==> src/rtl/multicycle_control.sv <==
// Multicycle MIPS main control: Moore FSM that sequences the shared datapath
// (single memory, single ALU, IR/MDR/A/B/ALUOut) one state per cycle.
// Supports R-type, ADDI, LW, SW, BEQ, BNE and J; waits on memory via mem_ready.
//
// Ports
//   clk, rst            clock (rising edge), synchronous active-high reset
//   opcode[5:0]         IR[31:26], held stable except in the cycle IR loads
//   mem_ready           memory completes the current read/write this cycle
//   pcWrite             unconditional PC load
//   pcWriteCond         PC load gated by branch condition
//   branchNe            branch condition select: 1 !zero (BNE), 0 zero (BEQ)
//   pcSource[1:0]       PC source: 00 ALU result, 01 ALUOut, 10 jump target
//   iorD                memory address: 0 PC, 1 ALUOut
//   memRead, memWrite   memory strobes
//   irWrite             IR load
//   regDest             register write address: 0 rt, 1 rd
//   memToReg            writeback data: 0 ALUOut, 1 MDR
//   regWrite            register-file write enable
//   aluSrcA             ALU A: 0 PC, 1 A
//   aluSrcB[1:0]        ALU B: 00 B, 01 4, 10 signext imm, 11 signext imm<<2
//   aluOp[1:0]          00 add, 01 sub, 10 decode funct
//   retire              one-cycle pulse in the final state of an instruction
//   illegal_op          one-cycle pulse in DECODE for an unsupported opcode
//   state[3:0]          current FSM state (debug)
module multicycle_control #(
  parameter bit SW_EN = 1'b1
) (
  input  logic       clk,
  input  logic       rst,
  input  logic [5:0] opcode,
  input  logic       mem_ready,
  output logic       pcWrite,
  output logic       pcWriteCond,
  output logic       branchNe,
  output logic [1:0] pcSource,
  output logic       iorD,
  output logic       memRead,
  output logic       memWrite,
  output logic       irWrite,
  output logic       regDest,
  output logic       memToReg,
  output logic       regWrite,
  output logic       aluSrcA,
  output logic [1:0] aluSrcB,
  output logic [1:0] aluOp,
  output logic       retire,
  output logic       illegal_op,
  output logic [3:0] state
);

  localparam int unsigned STATE_W = 4;

  localparam logic [5:0] OP_RTYPE = 6'h00;
  localparam logic [5:0] OP_J     = 6'h02;
  localparam logic [5:0] OP_BEQ   = 6'h04;
  localparam logic [5:0] OP_BNE   = 6'h05;
  localparam logic [5:0] OP_ADDI  = 6'h08;
  localparam logic [5:0] OP_LW    = 6'h23;
  localparam logic [5:0] OP_SW    = 6'h2B;

  localparam logic [1:0] PCSRC_ALU    = 2'b00;
  localparam logic [1:0] PCSRC_ALUOUT = 2'b01;
  localparam logic [1:0] PCSRC_JUMP   = 2'b10;

  localparam logic [1:0] SRCB_B     = 2'b00;
  localparam logic [1:0] SRCB_FOUR  = 2'b01;
  localparam logic [1:0] SRCB_IMM   = 2'b10;
  localparam logic [1:0] SRCB_IMMSH = 2'b11;

  localparam logic [1:0] ALUOP_ADD   = 2'b00;
  localparam logic [1:0] ALUOP_SUB   = 2'b01;
  localparam logic [1:0] ALUOP_FUNCT = 2'b10;

  typedef enum logic [STATE_W-1:0] {
    FETCH  = 4'd0,
    DECODE = 4'd1,
    MEMADR = 4'd2,
    MEMRD  = 4'd3,
    MEMWB  = 4'd4,
    MEMWR  = 4'd5,
    EXEC   = 4'd6,
    RWB    = 4'd7,
    ADDIEX = 4'd8,
    ADDIWB = 4'd9,
    BRANCH = 4'd10,
    JUMP   = 4'd11
  } state_t;

  state_t state_q;
  state_t state_d;

  // SW is only a legal store when the build enables it.
  logic sw_legal;
  assign sw_legal = SW_EN && (opcode == OP_SW);

  // State register.
  always_ff @(posedge clk) begin
    if (rst) begin
      state_q <= FETCH;
    end else begin
      state_q <= state_d;
    end
  end

  // Next-state and per-state controls.
  always_comb begin
    state_d     = state_q;
    pcWrite     = 1'b0;
    pcWriteCond = 1'b0;
    branchNe    = 1'b0;
    pcSource    = PCSRC_ALU;
    iorD        = 1'b0;
    memRead     = 1'b0;
    memWrite    = 1'b0;
    irWrite     = 1'b0;
    regDest     = 1'b0;
    memToReg    = 1'b0;
    regWrite    = 1'b0;
    aluSrcA     = 1'b0;
    aluSrcB     = SRCB_B;
    aluOp       = ALUOP_ADD;
    retire      = 1'b0;
    illegal_op  = 1'b0;

    case (state_q)
      FETCH: begin
        // PC+4 computed every fetch cycle; IR and PC commit only when memory delivers.
        memRead  = 1'b1;
        aluSrcB  = SRCB_FOUR;
        pcSource = PCSRC_ALU;
        irWrite  = mem_ready;
        pcWrite  = mem_ready;
        if (mem_ready) begin
          state_d = DECODE;
        end
      end

      DECODE: begin
        // Speculative branch target into ALUOut.
        aluSrcB = SRCB_IMMSH;
        case (opcode)
          OP_RTYPE:      state_d = EXEC;
          OP_ADDI:       state_d = ADDIEX;
          OP_LW:         state_d = MEMADR;
          OP_BEQ,
          OP_BNE:        state_d = BRANCH;
          OP_J:          state_d = JUMP;
          default: begin
            if (sw_legal) begin
              state_d = MEMADR;
            end else begin
              illegal_op = 1'b1;
              state_d    = FETCH;
            end
          end
        endcase
      end

      MEMADR: begin
        aluSrcA = 1'b1;
        aluSrcB = SRCB_IMM;
        if (opcode == OP_LW) begin
          state_d = MEMRD;
        end else if (sw_legal) begin
          state_d = MEMWR;
        end else begin
          state_d = FETCH;
        end
      end

      MEMRD: begin
        memRead = 1'b1;
        iorD    = 1'b1;
        if (mem_ready) begin
          state_d = MEMWB;
        end
      end

      MEMWB: begin
        regWrite = 1'b1;
        memToReg = 1'b1;
        retire   = 1'b1;
        state_d  = FETCH;
      end

      MEMWR: begin
        // The store retires in the cycle memory accepts it.
        memWrite = 1'b1;
        iorD     = 1'b1;
        retire   = mem_ready;
        if (mem_ready) begin
          state_d = FETCH;
        end
      end

      EXEC: begin
        aluSrcA = 1'b1;
        aluSrcB = SRCB_B;
        aluOp   = ALUOP_FUNCT;
        state_d = RWB;
      end

      RWB: begin
        regWrite = 1'b1;
        regDest  = 1'b1;
        retire   = 1'b1;
        state_d  = FETCH;
      end

      ADDIEX: begin
        aluSrcA = 1'b1;
        aluSrcB = SRCB_IMM;
        state_d = ADDIWB;
      end

      ADDIWB: begin
        regWrite = 1'b1;
        retire   = 1'b1;
        state_d  = FETCH;
      end

      BRANCH: begin
        // Subtract A-B for the zero flag; PC takes ALUOut (target from DECODE).
        aluSrcA     = 1'b1;
        aluSrcB     = SRCB_B;
        aluOp       = ALUOP_SUB;
        pcWriteCond = 1'b1;
        pcSource    = PCSRC_ALUOUT;
        branchNe    = (opcode == OP_BNE);
        retire      = 1'b1;
        state_d     = FETCH;
      end

      JUMP: begin
        pcWrite  = 1'b1;
        pcSource = PCSRC_JUMP;
        retire   = 1'b1;
        state_d  = FETCH;
      end

      default: begin
        state_d = FETCH;
      end
    endcase

    // Reset silences every strobe so an aborted instruction cannot write.
    if (rst) begin
      pcWrite     = 1'b0;
      pcWriteCond = 1'b0;
      branchNe    = 1'b0;
      pcSource    = PCSRC_ALU;
      iorD        = 1'b0;
      memRead     = 1'b0;
      memWrite    = 1'b0;
      irWrite     = 1'b0;
      regDest     = 1'b0;
      memToReg    = 1'b0;
      regWrite    = 1'b0;
      aluSrcA     = 1'b0;
      aluSrcB     = SRCB_B;
      aluOp       = ALUOP_ADD;
      retire      = 1'b0;
      illegal_op  = 1'b0;
    end
  end

  assign state = STATE_W'(state_q);

endmodule

==> config.mk <==
export PLATFORM = sky130hd
export DESIGN_NAME = multicycle_control
export DESIGN_NICKNAME = d
export VERILOG_FILES = /design/src/rtl/multicycle_control.sv
export SDC_FILE = /design/constraint.sdc
export NUM_CORES = 1
export LEC_CHECK = 0
export ABC_CLOCK_PERIOD_IN_PS = 2550
export BUFFER_PORTS_ARGS = -buffer_cell sky130_fd_sc_hd__buf_2
export CELL_PAD_IN_SITES_DETAIL_PLACEMENT = 0
export CELL_PAD_IN_SITES_GLOBAL_PLACEMENT = 2
export CORE_MARGIN = 3
export CORE_UTILIZATION = 24
export CTS_CLUSTER_SIZE = 20
export DETAILED_ROUTE_END_ITERATION = 10
export GPL_ROUTABILITY_DRIVEN = 0
export PLACE_DENSITY = 0.86
export REMOVE_ABC_BUFFERS = 1
export SLEW_MARGIN = 0
export SYNTH_ARGS = -nofsm -noshare
export SYNTH_HDL_FRONTEND = slang
export SYNTH_SLANG_ARGS = --single-unit
==> constraint.sdc <==
create_clock -name clk -period 2.55 [get_ports clk]
set_input_delay 0.1275 -clock clk [delete_from_list [all_inputs] [get_ports clk]]
set_output_delay 0.1275 -clock clk [all_outputs]
set_load 0.01 [all_outputs]
; Word-level counts from Yosys, hierarchy flattened
; Cells that the tools add are included.
[op_classes]
eq_ne = 20
muxes = 42
reduce_logical = 11
[ops]
columns = operator, n
row1 = $pmux 4 s7, 1
row2 = $mux 1, 26
row3 = $pmux 4 s5, 1
row4 = $eq 4x3->1 const B, 4
row5 = $eq 4x4->1 const B, 4
row6 = $eq 6x3->1 const B, 2
row7 = $eq 6x6->1 const B, 2
row8 = $mux 4, 3
row9 = $eq 4x2->1 const B, 2
row10 = $mux 2, 4
row11 = $pmux 2 s2, 2
row12 = $reduce_or 2->1, 4
row13 = $eq 6x2->1 const B, 1
row14 = $eq 6x4->1 const B, 1
row15 = $logic_not 6->1, 1
row16 = $mux 3, 2
row17 = $ne 2x2->1 const B, 3
row18 = $pmux 2 s3, 1
row19 = $reduce_or 6->1, 1
row20 = $reduce_or 5->1, 1
row21 = $eq 4x1->1 const B, 1
row22 = $logic_not 4->1, 1
row23 = $pmux 1 s2, 2
row24 = $reduce_or 4->1, 1
row25 = other kinds (2), 2
[word_totals]
reg_bits = 4
inputBits = 9
output_inout_bits = 23
elab_cells = 74

; Depth between registers and ports, before layout
[depth]
ltp_word = 5
ltp_mapped = 6
ltp_nobuf = 4

; Least setup slack after synthesis
; No wires, ideal clock.
[synth_path]
path_type = reg-to-output
from = reg state_q[1] (netlist: state[1])
to = out branchNe
t_arrival_ps = 1938
t_required_ps = 2423
path_slack_ps = 484
stages_incl_launch_ff = 5
path_buffers = 1
cell_sequence = dfxtp_1 clkbuf_1 nor2b_1 nor4b_1 nor4b_1
[synth_via]
elab_chain_cells = 3
[synth_rtl]
columns = item, line
row1 = from (decl), 89  ; state_t state_q;
row2 = from (signal assigned), 101  ; state_q <= state_d;
row3 = $eq 4x4->1, 125  ; case (state_q)
row4 = $mux 1, 125
row5 = $mux 1, 247  ; if (rst) begin
row6 = to (decl), 34  ; output logic branchNe,
; Every way passes these cells.

; Final worst setup path
; Same ends and word-level chain as after synthesis.

==> results.md <==
- Area growth, synth to finish: 27.5%
- Initial antenna violation count: 0
- DIE AREA: 3420 um^2
- Top post-synthesis cells by count: nor2_1 (13), clkbuf_1 (9), nor3_1 (9), a21oi_1 (6)
- Critical Path AT: 2.11 ns
- Crit path max-delay family: simple AND/OR/NAND/NOR gates
- Fill cells: 313
- Routed WL per cell: 14.1 um
- Setup slack at placement: 0.549 ns
- Capture point of the worst path: branchNe
- Die height: 58.5 um
- Port bufs: 31
- Total Neg Setup Slack: 0 ns
- Slowest stage delay, CP: 0.68 ns
- Remaining antenna violation count: 0
- Post-Syn Instances: 101
- Crit path depth: 4
- Period utilization: 0.879
- Non-Filler Instances: 156
- Data required time of the worst path: 2.42 ns
- R2r setup slk: 0.83 ns
- Crit-path slowest cell: dfxtp_1
- Max Fanout on Critical Path: 18
- Slew headroom: 0.482
- Power Density: 285 nW/um^2
- Worst setup SP type: flop
- Maxcap violations: 0
- Clock latency on the worst-skew pair: 0.23 ns
- Max reg flops: 4
- Share of layout cells above drive strength 1: 0.325
- Residual DRC: 0
- Core region area: 2540 um^2
- Synthesized flop and latch total: 4
- Post_cts resized: 0
- Internal: 0.154 mW
- Yosys warns: 0
- Register area share after synthesis: 0.121
- First-pass GRT wire length: 3550 um
- Hold Crit Start: rst
- Asr flop ratio synth: 0
- Num ports: 32
- CP Class: reg -> out
- Dominant synthesized flop cell: dfxtp_1
- Crit path time final: 2.24 ns
- CTS root buf: clkbuf_4
- Top-area cell type share of the netlist area: 0.121
- Final-report hold violation count: 0
- Overall power: 0.240 mW
- Worst reg-to-reg path cell count: 4
- Largest net degree at the start of global routing: 25
- Clock sinks: 4
- Final HPWL DP: 1610 um
- Ranking of synthesized cells by area: dfxtp_1 (12%), nor2_1 (7.4%), nor3_1 (6.8%)
- Hold-fix buffers, CTS: 0
- Combinational share of power: 0.353
- CP Buf/Inv Count: 1
- Diodes inserted: 0
- Clk_skew: 0.00329 ns
- Vias in the first global route: 776
- Setup-failing EPs final: 0
- Util after Layout: 0.331
- Worst-margin pin slew: 0.776 ns
- Sequential share of power: 0.322
- Area leader, netlist: dfxtp_1
- CP Launch Point: state[1]$_SDFFE_PP0P_
- Clock Tree Buf Depth: 2
- Final WS setup: 0.308 ns
- Hold Path Class: in -> reg
- Fmax achieved: 446 MHz
- Critical R2R Launch: state[0]$_SDFFE_PP0P_
- Vias: 855
- Row count: 18
- Die X: 58.5 um
- Dpl cells: 153
- WL final: 2210 um
- Iter 0 DRT Violations: 24
- Final net count: 137
- Post-CTS setup buffers: 0
- Yosys cell types: 38
- Net Sw Frac: 0.357
- GRT overflow: 0
- RSZ-0062 raised after global routing: false
- Drt first pass iters: 4
- Post-Syn Area: 661 um^2
- Clock power frac: 0.325
- RR Endpoint: state[0]$_SDFFE_PP0P_
- Max-slew violations: 0
- Mean post-synth cell area: 6.54 um^2
- Leakage: 0.357 nW
- Net Sw Power: 0.0857 mW
- Via/cell ratio: 5.48
- Most instantiated library cell after synthesis: nor2_1
- Outcome: finished clean
- Num CTS Buffers: 3
- H-tree depth: 1
- GRT Overall Usage: 0.129
- Max IR drop VDD: 0.000111 V
- TritonCTS clock tree: done
- Crit path top cell by count: nor4b_1
- Critical-path cell list: nor2b_1 > nor4b_1 > nor4b_1 > buf_2
- Worst-path clk slew: 0.04 ns
- Setup crit end kind: output port
- Initial core utilization: 0.260
- EDFF count, synth: 0
-- through the flow --
| stage | instance area (um^2) | hold slack [ns] |
|---|---|---|
| 6_report | 842 | 0.259 |
| 5_1_grt | 842 | 0.273 |
| 4_1_cts | 842 | 0.255 |
| 3_5_place_dp | 820 | 0.500 |
| 3_3_place_gp | 820 | 0.476 |
| 2_1_floorplan | 619 | 0.192 |
-- worst min-delay path by stage --
stage / depth (start not counted) / to
after floorplan: 1 / state[2]$_SDFFE_PP0P_
after global placement: 3 / state[3]$_SDFFE_PP0P_
after detailed placement: 3 / state[3]$_SDFFE_PP0P_
after CTS: 3 / state[3]$_SDFFE_PP0P_
after global routing: 3 / state[3]$_SDFFE_PP0P_
final: 2 / state[2]$_SDFFE_PP0P_
-- cell families after synthesis --
| group | Yosys count | synth area share |
|---|---|---|
| DFF | 4 | 0.121 |
| buffers and inverters | 13 | 0.0795 |
| xor gates and xnor gates | 2 | 0.0265 |
| and+or+nand+nor | 58 | 0.500 |
| muxes | 1 | 0.0170 |
| AOI/OAI and AO/OA | 23 | 0.256 |
-- per-layer routing --
layer / track usage / vias to the layer above / share of wire
met2: 0.207 / 33 / 0.43
met5: 0 / - / 0
met1: 0.176 / 387 / 0.47
met4: 0.0397 / 0 / 0.0095
met3: 0.0219 / 2 / 0.086
li1: - / 433 / -
-- layout make-up --
| type | instances | area (um^2) | share of cell area |
|---|---|---|---|
| multi-input combinational | 84 | 528 | 0.627 |
| timing repair buffer | 32 | 163 | 0.193 |
| sequential | 4 | 80.1 | 0.0951 |
| tap | 30 | 37.5 | 0.0446 |
| clock buffer | 3 | 22.5 | 0.0267 |
| inverter | 3 | 11.3 | 0.0134 |
-- power by group through the flow --
| stage | Combinational [mW] | Sequential [mW] | Clock (mW) |
|---|---|---|---|
| after CTS | 0.0855 | 0.0772 | 0.0799 |
| final | 0.0849 | 0.0773 | 0.0780 |
| after global routing | 0.0937 | 0.0785 | 0.0855 |
| after floorplan | 0.0474 | 0.0770 | 0 |
| after detailed placement | 0.0851 | 0.0783 | 0 |
| after global placement | 0.0842 | 0.0776 | 0 |
-- layout by cell type, fill, tap and decap left out, types with 2 or more instances in the layout --
cell type,instances
nor3b_1,3
nor2_1,13
nor3_1,9
a21o_1,2
dfxtp_1,4
nor4_1,5
nand3_1,2
xnor2_1,2
a21oi_1,6
a211oi_1,3
nor2b_1,5
nand2_1,5
inv_1,3
nor4b_1,3
buf_2,31
nand2b_1,5
clkbuf_4,3
Note: power is estimated with default switching activity, not from simulation.
